[config.mk]
export PLATFORM = sky130hd
export DESIGN_NAME = delay_prog
export DESIGN_NICKNAME = d
export VERILOG_FILES = /design/src/rtl/delay_prog.sv
export SDC_FILE = /design/constraint.sdc
export NUM_CORES = 1
export LEC_CHECK = 0
export BUFFER_PORTS_ARGS = -buffer_cell sky130_fd_sc_hd__clkbuf_2
export CAP_MARGIN = 20
export CORE_MARGIN = 2
export CORE_UTILIZATION = 50
export CTS_CLUSTER_DIAMETER = 100
export DETAILED_ROUTE_END_ITERATION = 10
export PLACE_DENSITY_LB_ADDON = 0.25
export SLEW_MARGIN = 30
export SYNTH_ARGS = -nofsm -noshare
export SYNTH_HDL_FRONTEND = slang
export SYNTH_SLANG_ARGS = --single-unit
export TNS_END_PERCENT = 100
[constraint.sdc]
create_clock -name clk -period 6.2 [get_ports clk]
set_input_delay 0.31 -clock clk [delete_from_list [all_inputs] [get_ports clk]]
set_output_delay 0.31 -clock clk [all_outputs]
set_load 0.005 [all_outputs]
[src/rtl/delay_prog.sv]
// delay_prog: runtime-programmable delay line built on a ring buffer.
// Each accepted sample on `signal` reappears on `q` exactly N accepted samples
// later, where N = delay_sel (0 is treated as 1). in_valid acts as a clock
// enable. A change of requested delay costs one FLUSH cycle (busy=1) that
// drops the offered sample and restarts the fill.
//
// Ports:
//   clk        clock, all state updates on posedge
//   reset_n    asynchronous active-low reset
//   signal     sample in (WIDTH)
//   in_valid   sample-accept enable
//   delay_sel  requested delay N (DEPTH_LOG2 bits, 0 means 1)
//   q          delayed sample, 0 while q_valid=0
//   q_valid    q holds a genuine delayed sample
//   busy       high during the single FLUSH cycle
module delay_prog #(
  parameter int unsigned WIDTH      = 8,
  parameter int unsigned DEPTH_LOG2 = 4
) (
  input  logic                  clk,
  input  logic                  reset_n,
  input  logic [WIDTH-1:0]      signal,
  input  logic                  in_valid,
  input  logic [DEPTH_LOG2-1:0] delay_sel,
  output logic [WIDTH-1:0]      q,
  output logic                  q_valid,
  output logic                  busy
);

  localparam int unsigned DEPTH = 1 << DEPTH_LOG2;

  typedef enum logic [1:0] {StFill, StRun, StFlush} state_e;

  state_e state_q, state_d;

  logic [DEPTH_LOG2-1:0] wr_ptr_q, wr_ptr_d;
  logic [DEPTH_LOG2-1:0] fill_q, fill_d;
  logic [DEPTH_LOG2-1:0] active_n_q, active_n_d;
  logic [DEPTH_LOG2-1:0] req_n;
  logic [DEPTH_LOG2-1:0] rd_ptr;
  logic [WIDTH-1:0]      q_q, q_d;
  logic                  q_valid_q, q_valid_d;
  logic                  change;
  logic                  accept;
  logic                  full;

  logic [WIDTH-1:0] mem [DEPTH];

  assign req_n  = (delay_sel == '0) ? DEPTH_LOG2'(1) : delay_sel;
  // A delay change outranks the accept: the sample offered that edge is dropped.
  assign change = (state_q != StFlush) && (req_n != active_n_q);
  assign accept = in_valid && (state_q != StFlush) && !change;
  assign full   = (fill_q == active_n_q);
  // Modulo-depth subtraction handles the pointer wrap with no special case.
  assign rd_ptr = wr_ptr_q - active_n_q;

  // State register
  always_ff @(posedge clk or negedge reset_n) begin
    if (!reset_n) begin
      state_q <= StFill;
    end else begin
      state_q <= state_d;
    end
  end

  // Next-state logic
  always_comb begin
    state_d = state_q;
    unique case (state_q)
      StFill: begin
        if (change) begin
          state_d = StFlush;
        end else if (accept && (fill_d == active_n_q)) begin
          state_d = StRun;
        end
      end
      StRun: begin
        if (change) begin
          state_d = StFlush;
        end
      end
      StFlush: state_d = StFill;
      default: state_d = StFill;
    endcase
  end

  // Output logic
  always_comb begin
    busy    = (state_q == StFlush);
    q       = q_q;
    q_valid = q_valid_q;
  end

  // Datapath next-state
  always_comb begin
    wr_ptr_d   = wr_ptr_q;
    fill_d     = fill_q;
    active_n_d = active_n_q;
    q_d        = q_q;
    q_valid_d  = q_valid_q;
    if (change) begin
      active_n_d = req_n;
      fill_d     = '0;
      q_d        = '0;
      q_valid_d  = 1'b0;
    end else if (accept) begin
      wr_ptr_d = wr_ptr_q + 1'b1;
      if (full) begin
        // Read happens on the same edge as the write, so it sees the old entry.
        q_d       = mem[rd_ptr];
        q_valid_d = 1'b1;
      end else begin
        fill_d    = fill_q + 1'b1;
        q_d       = '0;
        q_valid_d = 1'b0;
      end
    end
  end

  always_ff @(posedge clk or negedge reset_n) begin
    if (!reset_n) begin
      wr_ptr_q   <= '0;
      fill_q     <= '0;
      active_n_q <= DEPTH_LOG2'(1);
      q_q        <= '0;
      q_valid_q  <= 1'b0;
    end else begin
      wr_ptr_q   <= wr_ptr_d;
      fill_q     <= fill_d;
      active_n_q <= active_n_d;
      q_q        <= q_d;
      q_valid_q  <= q_valid_d;
    end
  end

  // Buffer contents are never observable before being written, so no reset.
  always_ff @(posedge clk) begin
    if (accept) begin
      mem[wr_ptr_q] <= signal;
    end
  end

endmodule

==> summary.md <==
| Metric | Value |
|---|---|
| Status | complete, no violations |
| H-Tree Level Count | 4 |
| CTS tree | done |
| Critical Path Sink Type | flip-flop |
| # rows | roughly 40 |
| Slowest CP cell | fa_1 |
| Die area | 13600 um2 |
| Tightest Pin Transition | between 0.8 and 0.9 ns |
| DR vias | slightly above 3000 |
| Nets | about 410 |
| Die Wd | 117 um |
| Dpl hpwl | roughly 7.7 mm |
| Leading post-synthesis cells by cell area | edfxtp_1, mux4_2, dfrtp_1, ha_1, mux2i_1 |
| Critical Path RT | 6.51 ns |
| Number of antenna diodes | 0 |
| Leak pwr | 2.53 nW |
| Crit path kind | flip-flop to flip-flop |
| Period utilization | a little under half |
| XOR/XNOR Fraction of Synth Area | roughly 2.6% |
| I/O pin count | 25 |
| Gate count after technology mapping | 355 |
| Final setup margin | approximately 3.4 ns |
| Vias per cell | 5.41 |
| Total wire length | roughly 12 mm |
| Top FF cell, synth | edfxtp_1 |
| Die height | ~120 um |
| Clock Path Buffers | 2 |
| DRC Markers | 0 |
| Post-Synth Simple-Gate Area | 6.49% |
| Worst path max stage delay | around 0.47 ns |
| Post-CTS setup buffer count | 0 |
| Warnings from Yosys | 0 |
| CP Max Fanout | 32 |
| Worst Setup SP | wr_ptr_q[0]$_DFFE_PN0P_ |
| Sink Count | 151 |
| Setup TNS | 0 ns |
| CTS root buf | clkbuf_16 |
| Total power | roughly 0.0037 W |
| Detailed Routing Iterations Pass 1 | 4 |
| Area growth, synth to finish | 13.8% |
| Mux share of post-synthesis cell area | roughly an eighth |
| Main combinational cell family by area after synthesis | multiplexers |
| Final hold vios | 0 |
| Post-synth top area share | 60.6% |
| Global-route usage over all layers | 19.9% |
| Gpl congestion | 0.757 |
| Initial antenna violation count | 0 |
| Worst-case vdd ir drop | ~0.32 mV |
| Overflow after GRT | 0 |
| Yosys cell types | 48 |
| Dpl ws | between 3 and 4 ns |
| Pwr/cell area | 518 nW/um2 |
| Clk_skew | 0.00717 ns |
| Largest delay contributor family on the critical path | adder cells |
| CTS Hold Bufs | 1 |
| Worst-path cell chain | inv_1 -> ha_2 -> fa_1 -> buf_4 -> mux4_2 -> nor2b_1 -> a211oi_1 -> a21oi_1 -> a22o_1 |
| # Max-Cap Violations | 0 |
| Detail Route Antenna Nets | 0 |
| Commonest non-fill, non-tap cells in the layout | edfxtp_1, mux4_2, clkbuf_2, dfrtp_1, clkbuf_16 |
| Synth Area in Compound Gates | 4.28% |
| Startpoint types | flip-flop |
| Pin count of the biggest net entering global routing | 33 |
| Critical path arrival | approximately 3.1 ns |
| FF-to-FF Start | wr_ptr_q[0]$_DFFE_PN0P_ |
| Achievable frequency | between 300 and 400 MHz |
| Starting density of the core | 50.6% |
| Slew Viols, Final | 0 |
| CTS resizes | 0 |
| 1st-iter DRT viols | 284 |
| RSZ-0062 raised after global routing | false |
| Mapped Nets | approximately 380 |
| FF+latch count, synth | ~150 |
| Clock slew at the register clock pins of the worst setup and hold paths | ~0.06 ns |
| Adder-Cell Fraction of Synth Area | 1.89% |
| Utilization after layout | between 50 and 60% |
| IO Port Bufs | 24 |
| Mapped Area | about 6300 um2 |
| Hold Crit Class | input port to flip-flop |
| Async SR Flop Fraction | between 10% and 20% |
| Max-Slew Margin vs Limit | approximately 44% |
| WP buf/inv | 2 |
| Mean Syn Cell Area | approximately 18 um2 |
| Sequential fraction of the synthesis area | 69.7% |
| Filler Cells Inserted | roughly 960 |
| Final number of setup-violating endpoints | 0 |
| Core Region | 12500 um2 |
| Min-delay src | delay_sel[3] |
| Total CTS buffers | 17 |
| Global-route wire length before repair | approximately 19 mm |
| EDFF count, synth | about 130 |
| Vias in the first global route | ~3200 |
| Fin crit period | approximately 2.8 ns |
| Area leader, netlist | edfxtp_1 |
| Share of final-layout standard cells stronger than drive strength 1 | around a quarter |
| Wire length per cell | approximately 21 um |
| Most common cell after layout, fill and taps aside | edfxtp_1 |
| Worst-Skew Late Latency | ~0.43 ns |
[logic make-up (layout without fill, tap and decap cells)]
family          after synthesis  after routing
flops                       151            151
simple gates                 70             70
mux                          43             43
compound gates               39             39
buf+inv                      25             72
xor+xnor                     18             18
fa+ha+maj                     9              9
[layout make-up]
cell class	count	area (um2)	area share, %
clock inverters	12	128	1.77
multi-input cells	179	1810	25.1
well taps	172	215	2.98
clock buffers	20	437	6.05
repair buffers	29	160	2.22
flip-flops and latches	151	4420	61.3
inverters	11	41.3	0.573
[per-stage QoR]
stage	area (um2)	instances	hold slack [ns]
after global routing	7210	574	0.156
after detailed placement	6640	541	0.367
after floorplan	6340	355	0.0144
after global placement	6640	541	0.357
after CTS	7210	574	0.130
final	7210	574	0.141
[sequential cells by signal (all words and copies together), names as in the netlist]
| name | count |
|---|---|
| active_n_q | 4 |
| state_q | 2 |
| fill_q | 4 |
| wr_ptr_q | 4 |
| q | 8 |
| q_valid | 1 |
| mem | 128 |
[metal layers]
metal	global-route usage (%)	vias up	wire, um
met3	4.72	16	385
met4	8.47	0	208
met5	0	-	0
met1	27.6	1585	5540
li1	-	1459	-
met2	30.4	45	5800
[synthesized netlist by cell type, types with 9 or more instances]
cell / instances
a211oi_1: 10
a21oi_1: 10
and2_1: 13
dfrtp_1: 22
edfxtp_1: 128
inv_1: 11
mux2i_1: 10
mux4_2: 32
nand2_1: 14
nor2_1: 14
nor2b_1: 9
xnor2_1: 10
[final timing paths]
path | endpoint | slack, ns | cells after the start
hold / removal | active_n_q[3]$_DFFE_PN0N_ | 0.14 | 3
min in group asynchronous | fill_q[2]$_DFF_PN0_ | 0.46 | 2
setup / recovery | q[2]$_DFFE_PN0P_ | 3.38 | 9
setup reg to reg | q[2]$_DFFE_PN0P_ | 3.38 | 9
max in group asynchronous | q[0]$_DFFE_PN0P_ | 5.32 | 2
hold reg to reg | state_q[1]$_DFFE_PN0P_ | 0.49 | 1
[power breakdown]
| group | switching (W) | internal (W) |
|---|---|---|
| logic | 0.000827 | 0.000729 |
| registers | 0.0000552 | 0.00114 |
| clock network | 0.000393 | 0.000591 |
[worst min-delay path, cell delays in order]
cell and delay, ns:
clkbuf_2 0.11, nand2_1 0.06, nand2_1 0.05
(Power assumes the default switching activity.)
